[config.mk]
export PLATFORM = sky130hd
export DESIGN_NAME = matrix_loader
export DESIGN_NICKNAME = d
export VERILOG_FILES = /design/src/rtl/matrix_loader_pkg.sv /design/src/rtl/matrix_loader.sv
export SDC_FILE = /design/constraint.sdc
export NUM_CORES = 1
export LEC_CHECK = 0
export CAP_MARGIN = 20
export CORE_MARGIN = 2
export CORE_UTILIZATION = 52
export CTS_BUF_LIST = sky130_fd_sc_hd__clkbuf_4 sky130_fd_sc_hd__clkbuf_8 sky130_fd_sc_hd__clkbuf_16
export CTS_CLUSTER_SIZE = 8
export DETAILED_ROUTE_END_ITERATION = 6
export PLACE_DENSITY = 0.85
export RECOVER_POWER = 100
export SYNTH_ARGS = -nofsm -noshare
export SYNTH_HDL_FRONTEND = slang
export SYNTH_SLANG_ARGS = --single-unit
[constraint.sdc]
create_clock -name clk -period 6.33 [get_ports clk]
set_clock_uncertainty 0.05 [all_clocks]
set_input_delay 1.266 -clock clk [delete_from_list [all_inputs] [get_ports clk]]
set_output_delay 1.266 -clock clk [all_outputs]
set_load 0.01 [all_outputs]
[src/rtl/matrix_loader_pkg.sv]
// Shared definitions for the matrix loader and its det4 / bus-interface neighbours.
// Holds the default element geometry and the loader FSM state encoding.
package matrix_loader_pkg;

    localparam int ELEM_W_DEF = 8;
    localparam int N_DEF      = 4;
    localparam int MATRIX_W   = N_DEF * N_DEF * ELEM_W_DEF;

    typedef enum logic [1:0] {
        LOAD      = 2'd0,
        FULL      = 2'd1,
        ERR_DRAIN = 2'd2
    } loader_state_t;

endpackage

[src/rtl/matrix_loader.sv]
// Collects a row-major stream of signed elements into one packed N x N matrix,
// holds it until the det4 side takes it, and flags framing errors on in_last.
module matrix_loader
    import matrix_loader_pkg::*;
#(
    parameter int ELEM_W = ELEM_W_DEF,
    parameter int N      = N_DEF,
    localparam int NN    = N * N,
    localparam int MW    = NN * ELEM_W,
    localparam int CNT_W = $clog2(NN) + 1
) (
    input  logic                     clk,
    input  logic                     rst,
    input  logic                     in_valid,
    input  logic signed [ELEM_W-1:0] in_data,
    input  logic                     in_last,
    output logic                     in_ready,
    input  logic                     flush,
    output logic [MW-1:0]            matrix,
    output logic                     out_valid,
    input  logic                     out_ready,
    output logic [CNT_W-1:0]         elem_cnt,
    output logic                     frame_err
);

    loader_state_t state_r;
    logic          accept_s;
    logic          last_idx_s;

    // Element handshake and final-slot detection.
    assign accept_s   = in_valid && in_ready;
    assign last_idx_s = (elem_cnt == CNT_W'(NN - 1));

    // Loader FSM; in_ready/out_valid are registered alongside the state so
    // neither has a combinational path from the handshake inputs.
    always_ff @(posedge clk) begin
        if (!rst) begin
            state_r   <= LOAD;
            elem_cnt  <= {CNT_W{1'b0}};
            in_ready  <= 1'b1;
            out_valid <= 1'b0;
            frame_err <= 1'b0;
            matrix    <= {MW{1'b0}};
        end else if (flush) begin
            state_r   <= LOAD;
            elem_cnt  <= {CNT_W{1'b0}};
            in_ready  <= 1'b1;
            out_valid <= 1'b0;
            frame_err <= 1'b0;
        end else begin
            frame_err <= 1'b0;
            case (state_r)
                LOAD: begin
                    if (accept_s) begin
                        if (last_idx_s || !in_last) begin
                            for (int k = 0; k < NN; k++) begin
                                if (elem_cnt == CNT_W'(k)) begin
                                    matrix[MW-1-k*ELEM_W -: ELEM_W] <= in_data;
                                end
                            end
                        end
                        if (last_idx_s && in_last) begin
                            state_r   <= FULL;
                            elem_cnt  <= CNT_W'(NN);
                            in_ready  <= 1'b0;
                            out_valid <= 1'b1;
                        end else if (last_idx_s) begin
                            // Frame overran its length: drop everything up to the next in_last.
                            state_r   <= ERR_DRAIN;
                            elem_cnt  <= {CNT_W{1'b0}};
                            frame_err <= 1'b1;
                        end else if (in_last) begin
                            elem_cnt  <= {CNT_W{1'b0}};
                            frame_err <= 1'b1;
                        end else begin
                            elem_cnt  <= elem_cnt + CNT_W'(1);
                        end
                    end
                end
                FULL: begin
                    if (out_ready) begin
                        state_r   <= LOAD;
                        elem_cnt  <= {CNT_W{1'b0}};
                        in_ready  <= 1'b1;
                        out_valid <= 1'b0;
                    end
                end
                ERR_DRAIN: begin
                    elem_cnt <= {CNT_W{1'b0}};
                    if (accept_s && in_last) begin
                        state_r <= LOAD;
                    end
                end
                default: begin
                    state_r   <= LOAD;
                    elem_cnt  <= {CNT_W{1'b0}};
                    in_ready  <= 1'b1;
                    out_valid <= 1'b0;
                end
            endcase
        end
    end

endmodule

==> run_results.csv <==
group,metric,value,unit
outcome,status,"finished with violations",
outcome,violations,"max-capacitance violations, max-slew violations",
power_and_ir_drop,power.switching,0.397,mW
sta,period_share,72.1,%
worst_hold_path,whs_endpoint,"matrix[50]$_SDFFE_PN0P_",
finish,layout.nets,680,
die,ios,150,
clocking,cts_buffers,17,
sta,slew_headroom,-57.8,%
yosys,ys.flop_type,"dfxtp_1",
clocking,cts_setup_buffers,0,
yosys,ys_ff_latch,138,
clocking,root_buffer,"clkbuf_8",
worst_setup_path,critPathArrivalTime,4940,ps
worst_setup_path,reg2reg_to,"matrix[109]$_SDFFE_PN0P_",
yosys,synth_nets,549,
worst_setup_path,criticalPathCategory,"in2reg",
power_and_ir_drop,p_clk_share,49.1,%
worst_hold_path,hp-start,"matrix[50]$_SDFFE_PN0P_",
worst_setup_path,crit_path_start_kind,"input port",
worst_setup_path,r2r_start,"elem_cnt[2]$_SDFFE_PP0P_",
die,die_y,108,um
die,dieWidth,108,um
yosys,synth_cells,529,
worst_setup_path,required,6700,ps
sta,setup_tns,0,ps
global_routing,use_met3,9.34,%
global_routing,grt_pass1_vias,4406,
worst_hold_path,min_path_cells,2,
detailed_routing,viasPerCell,5.42,
global_routing,grt_pass1_wl,23400,um
die,die_area,11700,um^2
finish,antenna_cells,0,
clocking,cts.sinks,138,
power_and_ir_drop,ir_worst_vdd,164,uV
yosys,synth_cell_types,38,
sta,tightestPinTransition,2350,ps
worst_setup_path,r2r_slack,2320,ps
detailed_routing,drc,0,
detailed_routing,drt_pass1_iterations,4,
yosys,netlist_area,5670,um^2
placed_design,placed_area,7150,um^2
yosys,synth_edf_count,0,
yosys,post-synth-top-area-cell,"dfxtp_1",
yosys,synth.top_cell.area_share,48.8,%
sta,maxSlewViolCount,158,
worst_hold_path,hp-class,"reg2reg",
yosys,yosysSeqAreaShare,48.8,%
power_and_ir_drop,p_leak,2.94,nW
finish,n_fill_cell,818,
die,num_rows,38,
worst_setup_path,worstPathMaxFanout,90,
sta,timing.final.setup_violations,0,
finish,utilization,69.9,%
global_routing,use_met2,43.6,%
clocking,ctsHtreeMaxLevel,4,
global_routing,grt_use_met1,32.1,%
worst_setup_path,crit_path_end_kind,"flip-flop",
yosys,yosys-top-cells-area,"dfxtp_1, mux2i_1, nand2_1, nor4_4, clkbuf_1",
detailed_routing,vias,4396,
power_and_ir_drop,seq_power_share,47.3,%
placed_design,place_congestion,0.785,
clocking,clockBufferDepth,2,
finish,final_area,7510,um^2
clocking,clk_pin_slew,60,ps
run,max-cap-violations,13,
clocking,cts_resized,0,
worst_setup_path,rr_worst_depth,5,
power_and_ir_drop,intPower,1.45,mW
power_and_ir_drop,p_sw_share,21.5,%
yosys,async_reset_ff_share,0,%
clocking,hold_buffers,0,
finish,layout-drive-gt1-share,6.26,%
detailed_routing,drt_iter0_drc,256,
power_and_ir_drop,pwr_density_cell,246,nW/um^2
die,core_area,10700,um^2
sta,rsz0062_at_grt,"false",
global_routing,grt_use_total,26.1,%
power_and_ir_drop,p_comb_share,3.6,%
yosys,syn_area_per_cell,10.7,um^2
placed_design,dp_hpwl,9810,um
die,start_util,52.7,%
finish,final_cell_mix,"nand2_1, dfxtp_1, dlygate4sd3_1, mux2i_1, clkbuf_16",
global_routing,grt-ovfl-total,0,
finish,area.growth.synth_to_final,32.6,%
sta,min_period,4560,ps
detailed_routing,postRouteWirelength,14900,um
detailed_routing,antenna_left,0,
placed_design,io_buffer_count,149,
global_routing,gr-max-usage-layer,"met2",
clocking,clkLatencyLatePin,510,ps
sta,hold_violations,0,
sta,max_freq,219,MHz
global_routing,grt_max_degree,91,
finish,final_common_cell,"nand2_1",
clocking,cts_tree,"yes",
detailed_routing,detail_route.wl_per_cell,18.4,um
yosys,yosys_warnings,0,
global_routing,antenna_found_initial,0,
==> critical path, cell delays in order <==
cell and delay, ps:
buf_4 620, clkbuf_1 1580, nand2_1 960, mux2i_1 390
==> kinds of logic after synthesis <==
| family | after synthesis | share of synthesized area (%) |
|---|---|---|
| AOI/OAI and AO/OA | 14 | 1.83 |
| buffers and inverters | 44 | 3.75 |
| muxes | 129 | 22.8 |
| DFF | 138 | 48.8 |
| and+or+nand+nor | 198 | 21.6 |
| adders and majority gates | 6 | 1.32 |
==> registers in the layout (all words and copies together), names as in the netlist <==
name and flops:
out_valid 1, matrix 128, state_r 2, in_ready 1
frame_err 1, elem_cnt 5
==> power by group through the flow <==
stage | Sequential, mW | Clock, mW | Combinational (mW)
4_1_cts | 0.873 | 0.920 | 0.0741
6_report | 0.873 | 0.906 | 0.0660
3_5_place_dp | 0.892 | 0 | 0.0738
3_3_place_gp | 0.892 | 0 | 0.0726
5_1_grt | 0.873 | 0.960 | 0.0709
2_1_floorplan | 0.893 | 0 | 0.0498
==> metal layers <==
layer	up-vias	part of all wire, %
met3	11	6.5
met1	2149	43
met4	0	1.0
met2	146	50
met5	-	0
li1	2090	-
==> Yosys cell counts (2+ instances only) <==
master and n:
nand2b_1 2, buf_6 5, nand3_1 4, inv_1 6, nor4_4 16, or4_1 4, nor2b_1 2, mux2i_1 129
ha_1 6, nor3_1 3, a21oi_1 4, or4b_4 4, nand4b_1 3, and3_1 2, dfxtp_1 138, buf_1 2
buf_2 5, nand3b_1 2, nand2_1 142, clkbuf_1 25, nand4bb_1 8
==> how the worst max path moves through the flow <==
stage	to	startpoint	slack (ps)
2_1_floorplan	matrix[113]$_SDFFE_PN0P_	flush	3670
3_3_place_gp	matrix[1]$_SDFFE_PN0P_	in_valid	2590
3_5_place_dp	matrix[6]$_SDFFE_PN0P_	in_valid	2540
4_1_cts	matrix[109]$_SDFFE_PN0P_	in_valid	3080
5_1_grt	matrix[31]$_SDFFE_PN0P_	rst	1540
6_report	matrix[31]$_SDFFE_PN0P_	rst	1770
==> metrics by stage <==
stage	setup WS (ps)	instances	total power, mW	hold WS, ps
floorplan	3670	529	0.942	429
global placement	2590	781	0.964	392
detailed placement	2540	781	0.966	397
CTS	3080	811	1.87	408
global route	1540	811	1.90	416
finish	1770	811	1.85	404
==> area by class of cell <==
type / instances / area, um^2 / share of cell area (%)
timing repair buffer: 150 / 1490 / 19.8
clock inverter: 7 / 68.8 / 0.916
tap: 140 / 175 / 2.33
inverter: 6 / 22.5 / 0.300
clock buffer: 23 / 478 / 6.36
sequential: 138 / 2760 / 36.8
multi-input combinational: 347 / 2520 / 33.5
No activity file was read; power rests on OpenSTA's default activity.
